[config.mk]
export PLATFORM = sky130hd
export DESIGN_NAME = parametrised_execute_unit
export DESIGN_NICKNAME = d
export VERILOG_FILES = /design/src/rtl/parametrised_execute_unit_pkg.sv /design/src/rtl/parametrised_execute_unit_muldiv.sv /design/src/rtl/parametrised_execute_unit.sv
export SDC_FILE = /design/constraint.sdc
export NUM_CORES = 1
export LEC_CHECK = 0
export ABC_AREA = 1
export ABC_CLOCK_PERIOD_IN_PS = 2950
export BUFFER_PORTS_ARGS = -buffer_cell sky130_fd_sc_hd__buf_2
export CAP_MARGIN = 10
export CORE_UTILIZATION = 50
export CTS_BUF_LIST = sky130_fd_sc_hd__clkbuf_16
export DETAILED_ROUTE_END_ITERATION = 10
export GPL_TIMING_DRIVEN = 0
export PLACE_DENSITY = 0.75
export SYNTH_ARGS = -nofsm -noshare
export SYNTH_HDL_FRONTEND = slang
export SYNTH_SLANG_ARGS = --single-unit
[constraint.sdc]
create_clock -name clock -period 2.95 [get_ports clock]
set_clock_uncertainty 0.15 [all_clocks]
set_input_delay 0.295 -clock clock [delete_from_list [all_inputs] [get_ports clock]]
set_output_delay 0.295 -clock clock [all_outputs]
set_load 0.02 [all_outputs]
[src/rtl/parametrised_execute_unit_pkg.sv]
// -----------------------------------------------------------------------------
// parametrised_execute_unit_pkg
//
// Shared definitions for the execute-stage ALU:
//   - alu_op_e    : 5-bit opcode space presented on the 'op' port
//   - state_e     : control FSM states of the top level
//   - muldiv_op_e : operation select for the iterative multiply/divide engine
//   - helper functions that classify opcodes
// -----------------------------------------------------------------------------
package parametrised_execute_unit_pkg;

   // Opcode map. Any code not listed (including NOP) is treated as "no
   // operation": the result handshake still pulses, but nothing is written.
   typedef enum logic [4:0] {
      ALU_OP_NOP    = 5'd0,
      ALU_OP_ADD    = 5'd1,
      ALU_OP_SUB    = 5'd2,
      ALU_OP_AND    = 5'd3,
      ALU_OP_OR     = 5'd4,
      ALU_OP_NOT    = 5'd5,
      ALU_OP_PASS_A = 5'd6,
      ALU_OP_PASS_B = 5'd7,
      ALU_OP_SLLV   = 5'd8,
      ALU_OP_SLL_I  = 5'd9,
      ALU_OP_SRA_I  = 5'd10,
      ALU_OP_CMP    = 5'd11,
      ALU_OP_CMPI   = 5'd12,
      ALU_OP_SLTU   = 5'd13,
      ALU_OP_MUL    = 5'd14,
      ALU_OP_DIVU   = 5'd15,
      ALU_OP_REMU   = 5'd16
   } alu_op_e;

   typedef enum logic {
      ST_IDLE = 1'b0,
      ST_ITER = 1'b1
   } state_e;

   typedef enum logic [1:0] {
      MD_MUL  = 2'd0,
      MD_DIVU = 2'd1,
      MD_REMU = 2'd2
   } muldiv_op_e;

   // Immediate shift count substituted for a zero count field in legacy mode.
   localparam logic [4:0] LEGACY_IMM_SHIFT = 5'd8;

   // True for the opcodes that run on the iterative engine.
   function automatic logic is_iter_op(input logic [4:0] op);
      return op inside {ALU_OP_MUL, ALU_OP_DIVU, ALU_OP_REMU};
   endfunction

   // Maps an iterative opcode onto the engine's operation select.
   function automatic muldiv_op_e to_muldiv_op(input logic [4:0] op);
      muldiv_op_e sel;
      case (op)
         ALU_OP_DIVU: sel = MD_DIVU;
         ALU_OP_REMU: sel = MD_REMU;
         default:     sel = MD_MUL;
      endcase
      return sel;
   endfunction

endpackage

[src/rtl/parametrised_execute_unit_muldiv.sv]
// -----------------------------------------------------------------------------
// parametrised_execute_unit_muldiv
//
// Iterative engine for MUL (shift-add, low DATA_WIDTH bits) and DIVU/REMU
// (restoring division). One bit is processed per busy cycle; an operation
// takes exactly DATA_WIDTH busy cycles after the start edge.
//
// Ports:
//   clock     in   rising-edge clock
//   reset     in   asynchronous, active-high
//   start_i   in   load operands and begin (one-cycle pulse)
//   abort_i   in   abandon the operation in flight (wins over start_i)
//   op_i      in   operation select, sampled with start_i
//   a_i, b_i  in   operands, sampled with start_i
//   done_o    out  high during the final busy cycle
//   result_o  out  value after the current step; the final answer when done_o
//
// Register reuse:
//   work_q  : MUL accumulator / division partial remainder
//   shreg_q : MUL multiplier (shifts right) / dividend-quotient (shifts left)
//   opnd_q  : MUL multiplicand (shifts left) / divisor (static)
// -----------------------------------------------------------------------------
module parametrised_execute_unit_muldiv
   import parametrised_execute_unit_pkg::*;
#(
   parameter int DATA_WIDTH = 16
) (
   input  logic                  clock,
   input  logic                  reset,
   input  logic                  start_i,
   input  logic                  abort_i,
   input  muldiv_op_e            op_i,
   input  logic [DATA_WIDTH-1:0] a_i,
   input  logic [DATA_WIDTH-1:0] b_i,
   output logic                  done_o,
   output logic [DATA_WIDTH-1:0] result_o
);

   localparam int CNT_W = $clog2(DATA_WIDTH);

   logic                  busy_q;
   logic [CNT_W-1:0]      cnt_q;
   muldiv_op_e            op_q;
   logic [DATA_WIDTH-1:0] work_q,  work_d;
   logic [DATA_WIDTH-1:0] shreg_q, shreg_d;
   logic [DATA_WIDTH-1:0] opnd_q,  opnd_d;
   logic [DATA_WIDTH:0]   rem_shift;

   // One iteration step.
   always_comb begin
      // NOTE: every variable gets a default first so no path leaves it unassigned (no latch).
      work_d    = work_q;
      shreg_d   = shreg_q;
      opnd_d    = opnd_q;
      rem_shift = '0;
      if (op_q == MD_MUL) begin
         if (shreg_q[0]) begin
            work_d = work_q + opnd_q;
         end
         opnd_d  = opnd_q << 1;
         shreg_d = shreg_q >> 1;
      end else begin
         // Bring the next dividend bit into the partial remainder and try to
         // subtract. A zero divisor always "fits", which yields an all-ones
         // quotient and leaves the dividend as the remainder.
         rem_shift = {work_q, shreg_q[DATA_WIDTH-1]};
         if (rem_shift >= {1'b0, opnd_q}) begin
            work_d  = DATA_WIDTH'(rem_shift - {1'b0, opnd_q});
            shreg_d = {shreg_q[DATA_WIDTH-2:0], 1'b1};
         end else begin
            work_d  = rem_shift[DATA_WIDTH-1:0];
            shreg_d = {shreg_q[DATA_WIDTH-2:0], 1'b0};
         end
      end
   end

   assign done_o   = busy_q && (cnt_q == '0);
   assign result_o = (op_q == MD_DIVU) ? shreg_d : work_d;

   always_ff @(posedge clock or posedge reset) begin
      if (reset) begin
         // NOTE: sequential state is written with <= so every flop samples pre-edge values.
         busy_q  <= 1'b0;
         cnt_q   <= '0;
         op_q    <= MD_MUL;
         work_q  <= '0;
         shreg_q <= '0;
         opnd_q  <= '0;
      end else if (abort_i) begin
         busy_q <= 1'b0;
      end else if (start_i) begin
         busy_q <= 1'b1;
         cnt_q  <= CNT_W'(DATA_WIDTH - 1);
         op_q   <= op_i;
         work_q <= '0;
         if (op_i == MD_MUL) begin
            shreg_q <= b_i;
            opnd_q  <= a_i;
         end else begin
            shreg_q <= a_i;
            opnd_q  <= b_i;
         end
      end else if (busy_q) begin
         work_q  <= work_d;
         shreg_q <= shreg_d;
         opnd_q  <= opnd_d;
         if (cnt_q == '0) begin
            busy_q <= 1'b0;
         end else begin
            cnt_q <= cnt_q - 1'b1;
         end
      end
   end

endmodule

[src/rtl/parametrised_execute_unit.sv]
// -----------------------------------------------------------------------------
// parametrised_execute_unit
//
// Execute-stage ALU with valid/ready handshakes on both sides. Single-cycle
// ops (logic, add/sub, shifts, compares) produce a registered result one
// cycle after acceptance; MUL/DIVU/REMU run on the iterative engine and hold
// off new requests until their result is registered.
//
// Parameters:
//   DATA_WIDTH     operand/result width (>= 8, power of 2)
//   LEGACY_SHIFT   1: an immediate shift count of 0 means 8
//   ENABLE_MULDIV  0: iterative ops finish in one cycle with nothing written
//
// Ports:
//   clock, reset          clock / asynchronous active-high reset
//   flush                 synchronous abort; beats acceptance
//   in_valid, in_ready    request handshake
//   op                    opcode (alu_op_e)
//   operand_a, operand_b  operands (b carries the extended immediate)
//   shift_count           immediate shift count for SLL_I / SRA_I
//   out_valid, out_ready  result handshake
//   result                registered result
//   result_write_enable   result targets a GPR
//   t_value               T-flag value
//   t_write_enable        T-flag is written
// -----------------------------------------------------------------------------
module parametrised_execute_unit
   import parametrised_execute_unit_pkg::*;
#(
   parameter int DATA_WIDTH    = 16,
   parameter bit LEGACY_SHIFT  = 1'b1,
   parameter bit ENABLE_MULDIV = 1'b1
) (
   input  logic                  clock,
   input  logic                  reset,
   input  logic                  flush,
   input  logic                  in_valid,
   output logic                  in_ready,
   input  logic [4:0]            op,
   input  logic [DATA_WIDTH-1:0] operand_a,
   input  logic [DATA_WIDTH-1:0] operand_b,
   input  logic [3:0]            shift_count,
   output logic                  out_valid,
   input  logic                  out_ready,
   output logic [DATA_WIDTH-1:0] result,
   output logic                  result_write_enable,
   output logic                  t_value,
   output logic                  t_write_enable
);

   localparam int SHW = $clog2(DATA_WIDTH);

   state_e                state_q, state_d;

   logic                  out_valid_q, out_valid_d;
   logic [DATA_WIDTH-1:0] result_q,    result_d;
   logic                  rwe_q,       rwe_d;
   logic                  t_value_q,   t_value_d;
   logic                  twe_q,       twe_d;

   logic                  accept;
   logic                  start_iter;
   logic                  drain;
   logic                  md_done;
   logic [DATA_WIDTH-1:0] md_result;

   logic [4:0]            imm_cnt;
   logic [DATA_WIDTH-1:0] sra_res;
   logic [DATA_WIDTH-1:0] sc_result;
   logic                  sc_rwe;
   logic                  sc_t_value;
   logic                  sc_twe;

   // ---------------------------------------------------------------- handshake
   // A new request is only taken when the output register is free or is being
   // emptied this very cycle (accept-and-drain).
   assign in_ready   = (state_q == ST_IDLE) && (!out_valid_q || out_ready);
   assign accept     = in_valid && in_ready && !flush;
   assign start_iter = accept && ENABLE_MULDIV && is_iter_op(op);
   assign drain      = out_valid_q && out_ready;

   // ------------------------------------------------------ single-cycle path
   assign imm_cnt = (LEGACY_SHIFT && (shift_count == 4'd0)) ? LEGACY_IMM_SHIFT
                                                            : {1'b0, shift_count};
   assign sra_res = $signed(operand_b) >>> imm_cnt;

   always_comb begin
      sc_result  = '0;
      sc_rwe     = 1'b0;
      sc_t_value = 1'b0;
      sc_twe     = 1'b0;
      case (op)
         ALU_OP_ADD: begin
            sc_result = operand_a + operand_b;
            sc_rwe    = 1'b1;
         end
         ALU_OP_SUB: begin
            sc_result = operand_a - operand_b;
            sc_rwe    = 1'b1;
         end
         ALU_OP_AND: begin
            sc_result = operand_a & operand_b;
            sc_rwe    = 1'b1;
         end
         ALU_OP_OR: begin
            sc_result = operand_a | operand_b;
            sc_rwe    = 1'b1;
         end
         ALU_OP_NOT: begin
            sc_result = ~operand_b;
            sc_rwe    = 1'b1;
         end
         ALU_OP_PASS_A: begin
            sc_result = operand_a;
            sc_rwe    = 1'b1;
         end
         ALU_OP_PASS_B: begin
            sc_result = operand_b;
            sc_rwe    = 1'b1;
         end
         ALU_OP_SLLV: begin
            sc_result = operand_b << operand_a[SHW-1:0];
            sc_rwe    = 1'b1;
         end
         ALU_OP_SLL_I: begin
            sc_result = operand_b << imm_cnt;
            sc_rwe    = 1'b1;
         end
         ALU_OP_SRA_I: begin
            sc_result = sra_res;
            sc_rwe    = 1'b1;
         end
         ALU_OP_CMP, ALU_OP_CMPI: begin
            sc_t_value = (operand_a != operand_b);
            sc_twe     = 1'b1;
         end
         ALU_OP_SLTU: begin
            sc_t_value = (operand_a < operand_b);
            sc_twe     = 1'b1;
         end
         // NOP, unknown codes, and MUL/DIVU/REMU when the engine is absent.
         default: ;
      endcase
   end

   // --------------------------------------------------------- iterative path
   if (ENABLE_MULDIV) begin : g_muldiv
      parametrised_execute_unit_muldiv #(
         .DATA_WIDTH (DATA_WIDTH)
      ) u_muldiv (
         .clock    (clock),
         .reset    (reset),
         .start_i  (start_iter),
         .abort_i  (flush),
         .op_i     (to_muldiv_op(op)),
         .a_i      (operand_a),
         .b_i      (operand_b),
         .done_o   (md_done),
         .result_o (md_result)
      );
   end else begin : g_no_muldiv
      assign md_done   = 1'b0;
      assign md_result = '0;
   end

   // ------------------------------------------------------------- FSM: state
   always_ff @(posedge clock or posedge reset) begin
      if (reset) begin
         state_q <= ST_IDLE;
      end else begin
         state_q <= state_d;
      end
   end

   // -------------------------------------------------------- FSM: next state
   always_comb begin
      state_d = state_q;
      if (flush) begin
         state_d = ST_IDLE;
      end else begin
         case (state_q)
            ST_IDLE: if (start_iter) state_d = ST_ITER;
            ST_ITER: if (md_done)    state_d = ST_IDLE;
            default:                 state_d = ST_IDLE;
         endcase
      end
   end

   // ----------------------------------------------------------- FSM: outputs
   // Output registers hold while a result waits for out_ready. The engine only
   // runs while out_valid is low, so its completion never collides with a
   // pending result.
   always_comb begin
      out_valid_d = out_valid_q;
      result_d    = result_q;
      rwe_d       = rwe_q;
      t_value_d   = t_value_q;
      twe_d       = twe_q;
      if (flush) begin
         out_valid_d = 1'b0;
      end else if ((state_q == ST_ITER) && md_done) begin
         out_valid_d = 1'b1;
         result_d    = md_result;
         rwe_d       = 1'b1;
         t_value_d   = 1'b0;
         twe_d       = 1'b0;
      end else if (accept && !start_iter) begin
         out_valid_d = 1'b1;
         result_d    = sc_result;
         rwe_d       = sc_rwe;
         t_value_d   = sc_t_value;
         twe_d       = sc_twe;
      end else if (drain) begin
         out_valid_d = 1'b0;
      end
   end

   always_ff @(posedge clock or posedge reset) begin
      if (reset) begin
         out_valid_q <= 1'b0;
         result_q    <= '0;
         rwe_q       <= 1'b0;
         t_value_q   <= 1'b0;
         twe_q       <= 1'b0;
      end else begin
         out_valid_q <= out_valid_d;
         result_q    <= result_d;
         rwe_q       <= rwe_d;
         t_value_q   <= t_value_d;
         twe_q       <= twe_d;
      end
   end

   assign out_valid           = out_valid_q;
   assign result              = result_q;
   assign result_write_enable = rwe_q;
   assign t_value             = t_value_q;
   assign t_write_enable      = twe_q;

endmodule

## Word level (Yosys, flattened, before mapping)

Cells that the tools add are included.
Widths: inputs -> output; s select.

| word-level totals | value |
|---|---|
| register bits | 76 |
| bits of input ports | 46 |
| output and inout bits | 21 |
| word-level logic and storage cells | 119 |

| operators by class | value |
|---|---|
| add/subtract/negate cells | 5 |
| order comparisons | 2 |
| equality and inequality tests | 19 |
| shifts and indexed selects | 3 |
| mux-type cells | 44 |
| bitwise gates (word level) | 5 |
| reductions and logical operators | 29 |

Operators with widths:

| cell | count |
|---|---|
| $mux 16 | 16 |
| $pmux 16 s10 | 1 |
| $eq 5x4->1 const B | 8 |
| $add 16x16->16 | 2 |
| $shl 16x4->16 | 2 |
| $sub 16x16->16 | 2 |
| $eq 5x3->1 const B | 4 |
| $mux 1 | 20 |
| $ge 17x16->1 | 1 |
| $and 16x16->16 | 1 |
| $lt 16x16->1 | 1 |
| $mux 4 | 4 |
| $ne 16x16->1 | 1 |
| $not 16->16 | 1 |
| $or 16x16->16 | 1 |
| $sshr 16x4->16 | 1 |
| $eq 5x2->1 const B | 2 |
| $reduce_or 10->1 | 1 |
| $logic_and 1x1->1 | 8 |
| $logic_not 4->1 | 2 |
| $reduce_and 2->1 | 3 |
| $reduce_and 3->1 | 2 |
| $reduce_bool 2->1 | 3 |
| $eq 5x1->1 const B | 1 |
| other kinds (14) | 19 |

## Depth between registers and ports, before layout

Gate-level depths: netlist (run 1).

| logic depth | value |
|---|---|
| word-level depth | 11 |
| gate-level depth with buffers | 20 |
| mapped depth without buffers | 19 |

## By module

From an unflattened synthesis (run 1), not the netlist that was laid out.

| second synthesis, totals | value |
|---|---|
| cells, all modules | 1813 |
| area, all modules | 10632.7 um^2 |

By module, submodules not included:

| module | times used | cells each | area an instance (um^2) | seq. area each (um^2) |
|---|---|---|---|---|
| parametrised_execute_unit_muldiv | 1 | 896 | 5429.0 | 1376.3 |
| parametrised_execute_unit | 1 | 917 | 5203.7 | 525.5 |

## Worst setup path after synthesis (run 1)

OpenSTA, ideal clock, no wires.

| timing path | value |
|---|---|
| kind | register to register |
| from | register g_muldiv.u_muldiv.work_q[0] |
| to | register result_q[12] (netlist: result[12]) |
| setup time | 0.117 ns |
| arrival | 2.061 ns |
| data required time | 2.683 ns |
| path slack | 0.621 ns |
| cell stages (with the launch flop) | 15 |
| period minus slack after synthesis | 2.329 ns |
| cell sequence | dfrtp_1 > ha_1 > fa_1 > nand2_1 > nand2_1 > and2_1 > nand3_1 > nand3_1 > xor2_1 > o21ai_0 > nand3_1 > nand2_1 > nand2_1 > nand2_1 > nand2_1 |

| between the ends | value |
|---|---|
| cells in the longest elaborated chain, start to end | 5 |
| elaborated cells between the ends (all ways) | 8 |

RTL lines:

| element | RTL line | source |
|---|---|---|
| start, declared | parametrised_execute_unit_muldiv.sv:44 | `logic [DATA_WIDTH-1:0] work_q, work_d;` |
| start signal, assigned | parametrised_execute_unit_muldiv.sv:104 | `work_q <= work_d;` |
| $sub 16x16->16 (tied with other cells) | parametrised_execute_unit_muldiv.sv:68 | `work_d = DATA_WIDTH'(rem_shift - {1'b0, opnd_q});` |
| $mux 16 (on tied branches) | parametrised_execute_unit_muldiv.sv:67, parametrised_execute_unit_muldiv.sv:57 |  |
| $mux 16 (*) | parametrised_execute_unit_muldiv.sv:56 | `if (op_q == MD_MUL) begin` |
| $mux 16 (*) | parametrised_execute_unit_muldiv.sv:78 | `assign result_o = (op_q == MD_DIVU) ? shreg_d : work_d;` |
| $mux 16 (*) | parametrised_execute_unit.sv:201 | `end else if ((state_q == ST_ITER) && md_done) begin` |
| end signal, assigned | parametrised_execute_unit.sv:227 | `result_q <= result_d;` |
| end, declared | parametrised_execute_unit.sv:56 | `logic [DATA_WIDTH-1:0] result_q, result_d;` |

Mark *: on every way between the ends. The rest lies on a longest branch, timed or not.
A chain may end at the register's enable or synchronous reset.

## Worst setup path in the final report (run 1)

| timing path | value |
|---|---|
| from | input operand_b[7] |
| to | register result_q[12] (netlist: result[12]) |

| between the ends | value |
|---|---|
| cells in the longest elaborated chain, start to end | 4 |
| elaborated cells between the ends (all ways) | 8 |

RTL lines:

| element | RTL line | source |
|---|---|---|
| start, declared | parametrised_execute_unit.sv:41 | `input logic [DATA_WIDTH-1:0] operand_b,` |
| $sub 16x16->16 (tied with other cells) | parametrised_execute_unit.sv:98 | `sc_result = operand_a - operand_b;` |
| $pmux 16 s10 (*) | parametrised_execute_unit.sv:92 | `case (op)` |
| $mux 16 (*) | parametrised_execute_unit.sv:207 | `end else if (accept && !start_iter) begin` |
| $mux 16 (*) | parametrised_execute_unit.sv:201 |  |

Mark *: on every way between the ends. The rest lies on a longest branch, timed or not. The select of a mux whose other input is x is not followed.

==> results of run 1 <==
[sequential cells by signal (all words and copies together), names as in the netlist]
register	flops
g_muldiv.u_muldiv.busy_q	1
t_value	1
g_muldiv.u_muldiv.work_q	16
out_valid	1
g_muldiv.u_muldiv.cnt_q	4
g_muldiv.u_muldiv.opnd_q	16
state_q	1
result	16
g_muldiv.u_muldiv.op_q	2
t_write_enable	1
result_write_enable	1
g_muldiv.u_muldiv.shreg_q	16
[logic make-up (layout without fill, tap and decap cells)]
family / after synthesis / in the layout / synth area share, %
buffers and inverters: 259 / 350 / 10.0
muxes: 1 / 1 / 0.0990
AOI/OAI and AO/OA: 443 / 443 / 24.2
xor gates and xnor gates: 17 / 17 / 1.47
adders and majority gates: 85 / 85 / 10.8
DFF: 76 / 76 / 18.8
and+or+nand+nor: 830 / 830 / 34.6
[final cells by class]
cell class	count	area share, %
Inverter	197	6.70
Clock buffer	9	1.99
Sequential cell	76	16.8
Buffer	59	2.35
Timing Repair Buffer	78	3.86
Clock inverter	7	0.629
Tap cell	265	2.92
Multi-Input combinational cell	1376	64.7
[power by group]
| group | internal (uW) | total [uW] | switching (uW) | leakage, uW |
|---|---|---|---|---|
| Combinational | 1780 | 5250 | 3480 | 0.00459 |
| Clock | 599 | 1130 | 531 | 0.000147 |
| Sequential | 1370 | 1720 | 360 | 0.000957 |
[cell usage in the layout, fill, tap and decap left out, types with 5 or more instances in the layout]
cell type,Yosys,final
sky130_fd_sc_hd__buf_2,17,81
sky130_fd_sc_hd__o21bai_1,11,11
sky130_fd_sc_hd__inv_2,10,11
sky130_fd_sc_hd__inv_6,0,5
sky130_fd_sc_hd__ha_1,81,76
sky130_fd_sc_hd__o21ai_0,168,164
sky130_fd_sc_hd__xor2_1,13,13
sky130_fd_sc_hd__dfrtp_1,76,71
sky130_fd_sc_hd__nor2_1,133,127
sky130_fd_sc_hd__o22ai_1,32,32
sky130_fd_sc_hd__o211ai_1,21,21
sky130_fd_sc_hd__nand4_1,11,11
sky130_fd_sc_hd__dfrtp_2,0,5
sky130_fd_sc_hd__nor2_2,2,6
sky130_fd_sc_hd__a21oi_1,161,152
sky130_fd_sc_hd__clkbuf_16,0,9
sky130_fd_sc_hd__or2_2,8,8
sky130_fd_sc_hd__a31oi_1,6,6
sky130_fd_sc_hd__a21oi_2,0,8
sky130_fd_sc_hd__nor3_1,24,22
sky130_fd_sc_hd__nand2_1,468,464
sky130_fd_sc_hd__clkbuf_1,39,36
sky130_fd_sc_hd__buf_4,2,13
sky130_fd_sc_hd__nand3_1,166,163
sky130_fd_sc_hd__a211oi_1,7,7
sky130_fd_sc_hd__inv_1,180,175
sky130_fd_sc_hd__o21ai_1,15,18
[worst paths after layout]
path	start	end	slack (ps)	depth (start not counted)
max	operand_b[7]	result[12]	110	16
min in group asynchronous	reset	result[13]	380	3
max in group asynchronous	reset	g_muldiv.u_muldiv.opnd_q[6]	1660	4
min reg2reg	result[10]	result[10]	330	2
max reg2reg	g_muldiv.u_muldiv.opnd_q[0]	result[8]	130	14
min	flush	state_q	30	2
[what timing repair did]
item | 4_1_cts | 5_1_grt
cloned | 0 | 0
hold buffers | 1 | 0
pin swaps | 0 | 5
setup endpoints to repair | 9 | 20
hold endpoints to repair | 34 | 0
resized for setup | 13 | 41
buffers inserted | 0 | 11
[per-layer routing]
metal	routed length (um)	up-vias
met4	2330	0
li1	-	5920
met2	18000	863
met3	5320	146
met5	0	-
met1	17000	5815
[worst reg2reg max path: cells and delay by family (launching register included)]
family	cells	cell delay [ps]
XOR/XNOR	1	180
AND/OR/NAND/NOR	9	960
adder cells (fa/ha/maj)	2	650
AO/OA/AOI/OAI	2	330
flip-flops	1	450
[metrics by stage]
stage / setup WS, ps / instance area (um^2) / setup TNS, ps
6_report: 107 / 11300 / 0
5_1_grt: -6.88 / 11300 / -6.88
2_1_floorplan: 567 / 10100 / 0
3_3_place_gp: -793 / 10800 / -32880
4_1_cts: 9.25 / 11100 / 0
3_5_place_dp: -785 / 10800 / -4250
==> flow_metrics.env, run 1 <==
export IMPL_pin_count_of_the_biggest_net_entering_global_routing=43
export IMPL_mappedNetlistArea_mm2=0.0101
export IMPL_final_net_count=1928
export IMPL_globalRouteMet2Util_pct=62.0
export IMPL_drtPass1Iterations=7
export IMPL_setup_worst_path_end_class="register"
export IMPL_floorplan_die_area_mm2=0.0208
export IMPL_synth_ff_latch_count=76
export IMPL_placement_io_buffers=65
export IMPL_worst_ep_arrival_time_ps=2940
export IMPL_final_core_util_pct=57.7
export IMPL_worstPathBufferInverterCount=4
export IMPL_syn_nets=1842
export IMPL_hold_viol_final=0
export IMPL_fmaxAchievable_mhz=352
export IMPL_yosysSeqAreaShare_pct=18.8
export IMPL_run_status="finished clean"
export IMPL_worstPathRequired_ps=3040
export IMPL_std_cell_rows=51
export IMPL_final_hold_worst_slack_ps=31.7
export IMPL_grt_most_used_layer="met2"
export IMPL_floorplan_io_pins=67
export IMPL_drive_gt1_share_pct=10.7
export IMPL_final_min_clock_period_ps=2840
export IMPL_remaining_drc_errors=0
export IMPL_first_iter_violations=1762
export IMPL_multi_input_comb_area_mm2=0.00734
export IMPL_via_count=12700
export IMPL_syn_inst=1711
export IMPL_timing_critical_path_slowest_stage_cell="sky130_fd_sc_hd__ha_1"
export IMPL_post_synth_top_area_fraction_pct=18.8
export IMPL_fin_cells=2067
export IMPL_period_share_pct=96.4
export IMPL_synth_edff_count=0
export IMPL_place_hpwl_um=34000
export IMPL_synthArstFlopShare_pct=100
export IMPL_clock_sinks=76
export IMPL_startpoint_type="input port"
export IMPL_grt_usage_pct=41.0
export IMPL_nFillCells=2079
export IMPL_actual_slew_at_the_worst_max_slew_pin_ps=650
export IMPL_grt_use_met3_pct=10.0
export IMPL_die_h_um=144
export IMPL_grt_antenna_before_repair=0
export IMPL_cts_buffers_inserted=9
export IMPL_fp_coreArea_mm2=0.0197
export IMPL_floorplan_initialDensity_pct=51.4
export IMPL_maxSlewViolCount=0
export IMPL_ys_types=48
export IMPL_ys_dominant_reg_cell="sky130_fd_sc_hd__dfrtp_1"
export IMPL_headroom_to_the_max_slew_limit_pct=56.5
export IMPL_grt_overflow_total=0
export IMPL_wire_per_inst_um=20.7
export IMPL_cts_root_buf="sky130_fd_sc_hd__clkbuf_16"
export IMPL_die_width_um=144
export IMPL_power_uw=8110
export IMPL_clockBufferDepth=2
export IMPL_path_max_fanout=8
export IMPL_vdd_drop_max_mv=0.395
export IMPL_setup_viol=0
export IMPL_top_family_by_delay_on_critical_path="simple AND/OR/NAND/NOR gates"
export IMPL_static_leakage_power_uw=0.00570
export IMPL_synth_avg_cell_area_um2=5.91
export IMPL_cap_viol_max_count=0
export IMPL_path_common_cell="sky130_fd_sc_hd__nand2_1"
export IMPL_synth_most_common_cell="sky130_fd_sc_hd__nand2_1"
export IMPL_clk_latency_ps=350
export IMPL_synth_largest_area_cell="sky130_fd_sc_hd__dfrtp_1"
export IMPL_grt_pass1_wl_um=63100
export IMPL_global_route_usage_met1_pct=54.1
export IMPL_area_delta_synth_final_pct=12.2
export IMPL_synth_common_cells="sky130_fd_sc_hd__nand2_1 (468), sky130_fd_sc_hd__inv_1 (180), sky130_fd_sc_hd__o21ai_0 (168), sky130_fd_sc_hd__nand3_1 (166), sky130_fd_sc_hd__a21oi_1 (161)"
export IMPL_critPathKind="input port to register"
export IMPL_via_per_inst=6.17
export IMPL_diodes=0
export IMPL_hp_class="input port to register"
export IMPL_max_stage_delay_ps=330
export IMPL_ctsHtreeMaxLevel=3
export IMPL_gp_congestion=1.06
export IMPL_area_sequential_mm2=0.00191
export IMPL_synthTopCellsByArea="sky130_fd_sc_hd__dfrtp_1 (19%), sky130_fd_sc_hd__nand2_1 (17%), sky130_fd_sc_hd__ha_1 (10%)"
export IMPL_routed_wirelength_um=42700
export IMPL_placedCellCount=2042
export IMPL_drtAntennaViolNets=0
export IMPL_grt_pass1_vias=11200
export IMPL_ys_warn_count=0
export IMPL_timing_critical_path_cells="buf_2, clkinvlp_4, ha_1, clkbuf_2, inv_1, a21o_1, a21oi_2, nand3_1, nand2_1, nand2_1, o21ai_0, nand3_1, nand2_1, nand2_1, nand2_1, nand2_1"
export IMPL_cts_clk_slew_worst_paths_ps=70
export IMPL_p_per_area_mw_per_mm2=715
export IMPL_tritoncts="built"
Note: power is estimated with default switching activity, not from simulation.
==> run 2: changes to the inputs <==
==> constraint.sdc (replaced) <==
create_clock -name clock -period 2.95 [get_ports clock]
set_clock_uncertainty 0.15 [all_clocks]
set_input_delay 0.885 -clock clock [delete_from_list [all_inputs] [get_ports clock]]
set_output_delay 0.885 -clock clock [all_outputs]
set_load 0.02 [all_outputs]
==> run 2 against run 1 <==
  * The run now ends with setup timing left
  * Critical path depth up 2
  * Sequential share of layout area down 1.2 points
  * Core utilization up 4.5 points
  * Largest cell class unchanged
==> flow_metrics.env, run 2 (synthesis results as in run 1) <==
export IMPL_place_hpwl_um=32500
export IMPL_path_common_cell="sky130_fd_sc_hd__nand2_1"
export IMPL_setup_viol=1
export IMPL_area_delta_synth_final_pct=20.9
export IMPL_top_family_by_delay_on_critical_path="simple AND/OR/NAND/NOR gates"
export IMPL_critPathKind="input port to register"
export IMPL_drtPass1Iterations=6
export IMPL_cap_viol_max_count=0
export IMPL_period_share_pct=100
export IMPL_via_count=12900
export IMPL_cts_clk_slew_worst_paths_ps=70
export IMPL_worstPathBufferInverterCount=4
export IMPL_dpl_instance_area_mm2=0.0108
export IMPL_hp_class="register to register"
export IMPL_final_net_count=1959
export IMPL_diodes=0
export IMPL_floorplan_initialDensity_pct=51.4
export IMPL_setup_worst_path_end_class="register"
export IMPL_violations="setup timing"
export IMPL_p_per_area_mw_per_mm2=680
export IMPL_run_status="finished, violations left"
export IMPL_static_leakage_power_uw=0.00593
export IMPL_fmaxAchievable_mhz=338
export IMPL_cts_root_buf="sky130_fd_sc_hd__clkbuf_16"
export IMPL_startpoint_type="input port"
export IMPL_worst_ep_arrival_time_ps=3050
export IMPL_tritoncts="built"
export IMPL_layout_cells_most_common_list="sky130_fd_sc_hd__nand2_1 (438), sky130_fd_sc_hd__nand3_1 (155), sky130_fd_sc_hd__inv_1 (153)"
export IMPL_cts_buffers_inserted=9
export IMPL_std_cell_rows=51
export IMPL_die_width_um=144
export IMPL_layout_setup_ws_ps=-7.55
export IMPL_layout_commonest_cell="sky130_fd_sc_hd__nand2_1"
export IMPL_fin_area_mm2=0.0122
export IMPL_pin_count_of_the_biggest_net_entering_global_routing=40
export IMPL_clockBufferDepth=2
export IMPL_vdd_drop_max_mv=0.428
export IMPL_via_per_inst=6.16
export IMPL_gp_congestion=1.09
export IMPL_ctsHtreeMaxLevel=3
export IMPL_placement_io_buffers=65
export IMPL_rsz0062_at_grt="true"
export IMPL_hold_viol_final=0
export IMPL_final_min_clock_period_ps=2960
export IMPL_floorplan_io_pins=67
export IMPL_headroom_to_the_max_slew_limit_pct=45.1
export IMPL_grt_antenna_before_repair=0
export IMPL_grt_pass1_wl_um=63200
export IMPL_grt_pass1_vias=11400
export IMPL_routed_wirelength_um=42600
export IMPL_drtAntennaViolNets=0
export IMPL_clock_sinks=76
export IMPL_first_iter_violations=1617
export IMPL_die_h_um=144
export IMPL_final_core_util_pct=62.2
export IMPL_nFillCells=1948
export IMPL_maxSlewViolCount=0
export IMPL_clk_latency_ps=350
export IMPL_floorplan_die_area_mm2=0.0208
export IMPL_total_of_hold_buffers_inserted_after_clock_tree_synthesis=0
export IMPL_timing_critical_path_slowest_stage_cell="sky130_fd_sc_hd__ha_1"
export IMPL_remaining_drc_errors=0
export IMPL_max_stage_delay_ps=310
export IMPL_timing_critical_path_cells="buf_4, inv_2, ha_1, buf_6, inv_2, nand2_2, nor2_2, nand3_1, nand3_2, nand2_1, nand3_1, nand3_2, a21oi_4, nand2_2, nand2_1, nand2_1, nand2_1, nand2_1"
export IMPL_grt_overflow_total=0
export IMPL_drive_gt1_share_pct=18.6
export IMPL_grt_usage_pct=40.7
export IMPL_worstPathRequired_ps=3040
export IMPL_actual_slew_at_the_worst_max_slew_pin_ps=822
export IMPL_path_max_fanout=6
export IMPL_fp_coreArea_mm2=0.0197
export IMPL_wire_per_inst_um=20.3
-- run 2: worst reg2reg max path, stage by stage, from the launching register on --
cell and delay [ps]:
sky130_fd_sc_hd__dfrtp_1 480, sky130_fd_sc_hd__inv_1 80, sky130_fd_sc_hd__ha_1 350, sky130_fd_sc_hd__nand2_1 130, sky130_fd_sc_hd__nor2_1 190, sky130_fd_sc_hd__nand2_1 110, sky130_fd_sc_hd__o21a_1 230, sky130_fd_sc_hd__nand2_2 140
sky130_fd_sc_hd__buf_4 210, sky130_fd_sc_hd__nand2_1 80, sky130_fd_sc_hd__nand3_1 110, sky130_fd_sc_hd__nand3_1 180, sky130_fd_sc_hd__nand2_1 130, sky130_fd_sc_hd__nand2_1 80, sky130_fd_sc_hd__nand2_1 70, sky130_fd_sc_hd__nand2_1 60
-- run 2: what timing repair did --
action / CTS / global route
setup endpoints to repair: 13 / 61
resized for setup: 98 / 161
pin swaps: 13 / 40
buffers inserted: 17 / 28
-- run 2: per-layer routing --
metal / global-route usage (%) / wire [um] / part of all wire, % / vias up
met4: 23.8 / 3000 / 7.0 / 2
met3: 12.0 / 5480 / 13 / 215
met5: 0 / 23 / 0.054 / -
met2: 61.4 / 17800 / 42 / 892
met1: 51.5 / 16300 / 38 / 5822
li1: - / - / - / 5983
-- run 2: final cells by class --
| type | instances | area [um^2] | area share, % |
|---|---|---|---|
| Timing Repair Buffer | 111 | 753 | 6.16 |
| Sequential cell | 76 | 1910 | 15.6 |
| Tap cell | 265 | 332 | 2.71 |
| Multi-Input combinational cell | 1376 | 7840 | 64.1 |
| Clock buffer | 9 | 225 | 1.84 |
| Clock inverter | 7 | 65.1 | 0.532 |
| Buffer | 57 | 283 | 2.31 |
| Inverter | 197 | 816 | 6.67 |
-- run 2: path summary, 6_finish.rpt --
kind,slack [ps],depth (start not counted),end,start
worst max register to register,70,15,result[12],g_muldiv.u_muldiv.opnd_q[4]
min in group asynchronous,540,2,t_write_enable,reset
worst max-delay path,-8,18,result[10],operand_a[6]
worst min register to register,330,2,result[10],result[10]
max in group asynchronous,1430,3,g_muldiv.u_muldiv.work_q[1],reset
worst min-delay path,330,2,result[10],result[10]
-- run 2: stage by stage --
stage | total power (uW) | instances | TNS (ps) | hold WS (ps) | worst slack [ps]
4_1_cts | 7760 | 2070 | -6.56 | 328 | -6.56
5_1_grt | 8880 | 2098 | -278 | 353 | -77.1
6_report | 8310 | 2098 | -7.55 | 325 | -7.55
3_3_place_gp | 6480 | 2041 | -16680 | 310 | -1250
3_5_place_dp | 6540 | 2042 | -19480 | 309 | -1310
2_1_floorplan | 5170 | 1711 | 0 | 303 | 51.7
-- run 2: power by group --
part           internal (uW)  total [uW]  switching (uW)
combinational           1900        5490            3590
clock                    591        1100             506
sequential              1370        1730             360
total                   3860        8310            4460
